==> config.mk <==
export PLATFORM = sky130hd
export DESIGN_NAME = fugue_round_ctrl
export DESIGN_NICKNAME = d
export VERILOG_FILES = /design/src/rtl/fugue_round_ctrl.sv
export SDC_FILE = /design/constraint.sdc
export NUM_CORES = 2
export LEC_CHECK = 0
export ABC_AREA = 1
export BUFFER_PORTS_ARGS = -buffer_cell sky130_fd_sc_hd__buf_2
export CORE_AREA = 2 2 488 490
export CTS_CLUSTER_SIZE = 40
export DETAILED_ROUTE_END_ITERATION = 10
export DIE_AREA = 0 0 490 492
export PLACE_DENSITY = 0.36
export SLEW_MARGIN = 20
export SYNTH_ARGS = -nofsm -noshare
export SYNTH_HDL_FRONTEND = slang
export SYNTH_SLANG_ARGS = --single-unit
==> constraint.sdc <==
create_clock -name clk -period 36.4 [get_ports clk]
set_clock_uncertainty 0.05 [all_clocks]
set_input_delay 9.1 -clock clk [delete_from_list [all_inputs] [get_ports clk]]
set_output_delay 9.1 -clock clk [all_outputs]
set_load 0.05 [all_outputs]
==> src/rtl/fugue_round_ctrl.sv <==
// Fugue-256 round controller: holds the 30-word state, absorbs one 32-bit word
// per pass (TIX, then two ROR3/CMIX/SMIX sub-rounds) with SMIX computed externally.
module fugue_round_ctrl #(
  parameter int SMIX_LAT = 2
) (
  input  logic          clk,
  input  logic          reset,
  input  logic          init,
  input  logic          in_valid,
  input  logic [31:0]   in_word,
  output logic          in_ready,
  output logic [31:0]   smix_s0,
  output logic [31:0]   smix_s1,
  output logic [31:0]   smix_s2,
  output logic [31:0]   smix_s3,
  input  logic [127:0]  smix_out,
  output logic [959:0]  state_out,
  output logic          busy,
  output logic          done
);

  typedef enum logic [2:0] {IDLE, ROR, SMX0, SMX1, WB} state_t;

  localparam logic [29:0][31:0] IV = {
    32'h34f8c248, 32'h9149e899, 32'hfbf929de, 32'hf96c621d,
    32'hd2b0b594, 32'he0d4f668, 32'h6671135f, 32'he952bdde,
    {22{32'h0}}
  };

  // SMX0 is the first fill cycle; SMX1 covers the remaining SMIX_LAT-1 cycles.
  localparam logic [7:0] FILL_LAST = 8'(SMIX_LAT - 2);

  state_t             state, state_nxt;
  logic               sub, sub_nxt;
  logic               done_nxt;
  logic [7:0]         fill_cnt, fill_nxt;
  logic [29:0][31:0]  s, s_nxt, rot;

  // T[i] = S[(i+27) mod 30]: a rotation of the word array by three positions.
  assign rot = {s[26:0], s[29:27]};

  assign state_out = s;
  assign smix_s0   = s[0];
  assign smix_s1   = s[1];
  assign smix_s2   = s[2];
  assign smix_s3   = s[3];
  assign in_ready  = (state == IDLE) & ~init;
  assign busy      = (state != IDLE);

  always_ff @(posedge clk or posedge reset) begin
    if (reset) begin
      state    <= IDLE;
      sub      <= 1'b0;
      done     <= 1'b0;
      fill_cnt <= '0;
      s        <= IV;
    end else begin
      state    <= state_nxt;
      sub      <= sub_nxt;
      done     <= done_nxt;
      fill_cnt <= fill_nxt;
      s        <= s_nxt;
    end
  end

  always_comb begin
    state_nxt = state;
    sub_nxt   = sub;
    done_nxt  = 1'b0;
    fill_nxt  = fill_cnt;
    s_nxt     = s;
    case (state)
      IDLE: begin
        if (init) begin
          s_nxt = IV;
        end else if (in_valid) begin
          // TIX, every term taken from the pre-edge state
          s_nxt[10] = s[10] ^ s[0];
          s_nxt[0]  = in_word;
          s_nxt[8]  = s[8] ^ in_word;
          s_nxt[1]  = s[1] ^ s[24];
          sub_nxt   = 1'b0;
          state_nxt = ROR;
        end
      end
      ROR: begin
        s_nxt     = rot;
        s_nxt[0]  = rot[0]  ^ rot[4];
        s_nxt[1]  = rot[1]  ^ rot[5];
        s_nxt[2]  = rot[2]  ^ rot[6];
        s_nxt[15] = rot[15] ^ rot[4];
        s_nxt[16] = rot[16] ^ rot[5];
        s_nxt[17] = rot[17] ^ rot[6];
        state_nxt = SMX0;
      end
      SMX0: begin
        fill_nxt  = '0;
        state_nxt = SMX1;
      end
      SMX1: begin
        if (fill_cnt == FILL_LAST) state_nxt = WB;
        else                       fill_nxt  = fill_cnt + 8'd1;
      end
      WB: begin
        s_nxt[0] = smix_out[127:96];
        s_nxt[1] = smix_out[95:64];
        s_nxt[2] = smix_out[63:32];
        s_nxt[3] = smix_out[31:0];
        if (!sub) begin
          sub_nxt   = 1'b1;
          state_nxt = ROR;
        end else begin
          state_nxt = IDLE;
          done_nxt  = 1'b1;
        end
      end
      default: state_nxt = IDLE;
    endcase
  end

endmodule

=== Yosys cells after proc, flatten, opt, wreduce, memory -nomap -nowiden ===
Cells that the tools add are included.

* Register bits: 973
* Input bits: 164
* Output and inout bits: 1,091
* Word-level logic and storage cells: 93

* Add/sub/neg operators: 1
* Eq/ne operators: 10
* Mux-type cells: 23
* Bitwise gates (word level): 11
* Reductions and logical operators: 14

{| class="wikitable"
|+ Operators with widths
! cell !! number
|-
| one-hot mux 832 bit (2 select lines) || 1
|-
| two-way mux 608 bit || 1
|-
| one-hot mux 128 bit (3 select lines) || 1
|-
| XOR 32 bit || 9
|-
| two-way mux 192 bit || 1
|-
| two-way mux 32 bit || 5
|-
| two-way mux 64 bit || 2
|-
| one-hot mux 8 bit (2 select lines) || 1
|-
| one-hot mux 3 bit (5 select lines) || 1
|-
| != test 2 bit, second input constant || 5
|-
| AND reduction 2 bit || 5
|-
| two-way mux 3 bit || 3
|-
| adder 8 x 1 -> 8 bit, second input constant || 1
|-
| zero test 8 bit || 1
|-
| two-way mux 8 bit || 1
|-
| equality test 3 x 2 -> 1 bit, second input constant || 2
|-
| AND reduction 3 bit || 2
|-
| nonzero test 2 bit || 3
|-
| nonzero test 3 bit || 2
|-
| two-way mux 1 bit || 5
|-
| equality test 3 x 1 -> 1 bit, second input constant || 1
|-
| equality test 3 bit, second input constant || 1
|-
| zero test 3 bit || 1
|-
| != test 3 bit, second input constant || 1
|-
| other kinds (3) || 3
|}

=== Logic depth before layout (Yosys ltp) ===
* Depth in word-level cells: 4
* Mapped depth: 9
* Mapped depth without buffers: 8

=== Least setup slack after synthesis ===
Ideal clock, no wire load.

* Kind: input -> output
* From: input init
* To: output in_ready
* Arrival time: 9,754 ps
* Required time: 27,250 ps
* Slack: 17,496 ps
* Cell stages on the path: 1
* Path buffers: 0
* Cell sequence: nor2_1

* Word-level cells in the longest chain between the ends: 2

{| class="wikitable"
|+ RTL lines
! what !! RTL line !! source
|-
| from (decl) || 8 || <nowiki>input logic init,</nowiki>
|-
| inverter 1 bit || 47 || <nowiki>assign in_ready = (state == IDLE) & ~init;</nowiki>
|-
| AND 1 bit || 47 ||
|-
| to (decl) || 11 || <nowiki>output logic in_ready,</nowiki>
|}

Every way passes these cells.

=== Final worst setup path ===
Same ends and word-level chain as after synthesis.

==> impl_metrics.tcl <==
set metrics [dict create \
    synth_top_family_by_area "simple AND/OR/NAND/NOR gates" \
    grt_overflow 0 \
    cts_resized 0 \
    cts.sinks 973 \
    wl_per_cell_um 30.5 \
    fillers 26283 \
    synth.distinct_cells 28 \
    via_per_inst 4.31 \
    die_area_um2 241000 \
    post_cts_buffers 0 \
    layout_common_cells "nand2_1, buf_2, dfrtp_1" \
    rrSetupSlack_ns 31.18 \
    rr_worst_depth 8 \
    synthMuxAreaShare 0 \
    max_slew_margin 0.201 \
    nets 6379 \
    arrival_ns 9.66 \
    synth-simple-area-share 0.186 \
    final_common_cell "nand2_1" \
    clk_latency_ns 0.82 \
    die_w_um 490 \
    postRouteAntennaNets 0 \
    slew_viol_final 0 \
    finalSetupViolations 0 \
    worst_slew_pin_slew_ns 1.20 \
    status "finished clean" \
    setup.worst_path.class "in -> out" \
    yosys.area.top_type_share 0.482 \
    layout-drive-gt1-share 0.269 \
    synthCells 5183 \
    whs_ns 0.430 \
    crit_end "in_ready" \
    cp.required_ns 27.25 \
    drt_iter0_drc 3428 \
    finalSetupTns_ns 0 \
    wirelength_um 290000 \
    port_buffers 1254 \
    io_pins 1255 \
    initial_utilization 0.184 \
    cts-root-buf "clkbuf_16" \
    crit_fanout 4 \
    synth_seq_area_share 0.563 \
    grt_pass1_wl_um 380000 \
    holdBufCountCts 0 \
    holdCritPathClass "reg -> reg" \
    synth_fa_ha_area_frac 0.000575 \
    setup_ws_ns 17.59 \
    cts_tree "done" \
    fmax_mhz 53.2 \
    worstReg2RegStart "state[2]" \
    critPathLaunchType "primary input" \
    clk_pin_slew_ns 0.05 \
    dr_total_vias 40995 \
    grt_pass1_vias 39274 \
    h-tree-depth 4 \
    yosys.area.top_type "dfrtp_1" \
    num_rows 179 \
    dpl.hpwl_um 225000 \
    grt_usage 0.233 \
    dp_slack_ns 17.60 \
    crit_path_start "init" \
    synth_xor_xnor_area_share 0.0195 \
    core_area_um2 236000 \
    final-hold-violation-count 0 \
    firstDrtPassIters 7 \
    cp-end-kind "output port" \
    numCtsBuffers 132 \
    rsz0062_at_grt "false" \
    period_minus_slack_ns 18.81 \
    cts.path.max_buffers 3 \
    drc 0 \
    hp-start "state_out[708]" \
    grt_start_max_net_pins 149 \
    grt_antenna_before_repair 75 \
    syn_nets 5349 \
    synth_seq_cells 973 \
    yosys_warnings 0 \
    cap_violations 0 \
    area_delta_synth_final_pct 30.5 \
    r2r-end "state_out[549]" \
    syn_area_um2 43600 \
    avgSynthCellArea_um2 8.40 \
    synth_area_leaders "dfrtp_1, nand2_1, dfstp_2" \
    synth-compound-area-share 0.111 \
    die_h_um 492 \
    fin_crit_sh 0.517 \
    gp_routability_congestion 0.870 \
]
-- how the worst min path moves through the flow --
stage | to | slack [ns] | depth (start not counted)
floorplan | sub | 0.42 | 2
global placement | smix_s0[26] | 0.42 | 2
detailed placement | smix_s0[26] | 0.42 | 2
CTS | state_out[853] | 0.42 | 2
global route | state_out[853] | 0.45 | 2
finish | state_out[804] | 0.43 | 2
-- state kept, by name, summed over array words and instances, names as in the netlist --
register   count
smix_s1       32
smix_s3       32
done           1
smix_s2       32
state          3
smix_s0       32
sub            1
fill_cnt       8
state_out    832
-- routing by layer --
metal	up-vias	wire [um]	track usage	share of wire
met5	-	138	0	0.00048
met4	22	10300	0.0765	0.035
met1	20789	127000	0.308	0.44
met3	316	19800	0.0591	0.068
met2	1585	132000	0.369	0.46
li1	18283	-	-	-
-- synthesized netlist by cell type, drive strengths merged --
master	count
nor3	1
o21ai	367
xnor2	96
xor2	1
buf	325
nor2	432
o22ai	368
dfstp	134
a21oi	136
dfrtp	839
clkbuf	117
clkinv	1
ha	2
a22oi	1
nand3b	34
or2	2
nand2	1319
inv	762
nand4	2
nand3	244
-- metrics by stage --
stage | cell area, um^2 | instances | utilization
6_report | 56800 | 9514 | 0.240
5_1_grt | 56800 | 9499 | 0.240
4_1_cts | 56700 | 9491 | 0.240
3_5_place_dp | 52200 | 9245 | 0.221
3_3_place_gp | 52200 | 9245 | 0.221
2_1_floorplan | 43600 | 5183 | -
-- cell families (layout without fill, tap and decap cells) --
group	after synthesis	count (layout)
other cells	0	22
flops	973	973
fa+ha+maj	2	2
xor+xnor	97	97
compound gates	872	872
simple gates	2034	2034
buf+inv	1205	2347
-- layout make-up --
| type | instances | area (um^2) | share of cell area |
|---|---|---|---|
| flip-flops and latches | 973 | 24500 | 0.431 |
| repair buffers | 1338 | 6960 | 0.122 |
| multi-input cells | 3005 | 13900 | 0.244 |
| clock buffers | 201 | 3940 | 0.0693 |
| clock inverters | 45 | 634 | 0.0112 |
| inverters | 763 | 2900 | 0.0511 |
| well taps | 3167 | 3960 | 0.0697 |
| diodes | 22 | 55.1 | 0.000969 |
-- worst max-delay path, stage by stage --
cell	delay (ns)
buf_2	0.17
nor2_1	0.11
buf_2	0.28
Power is not shown: default switching activity piles up to over one toggle a cycle in this logic, so the estimate is an artifact.
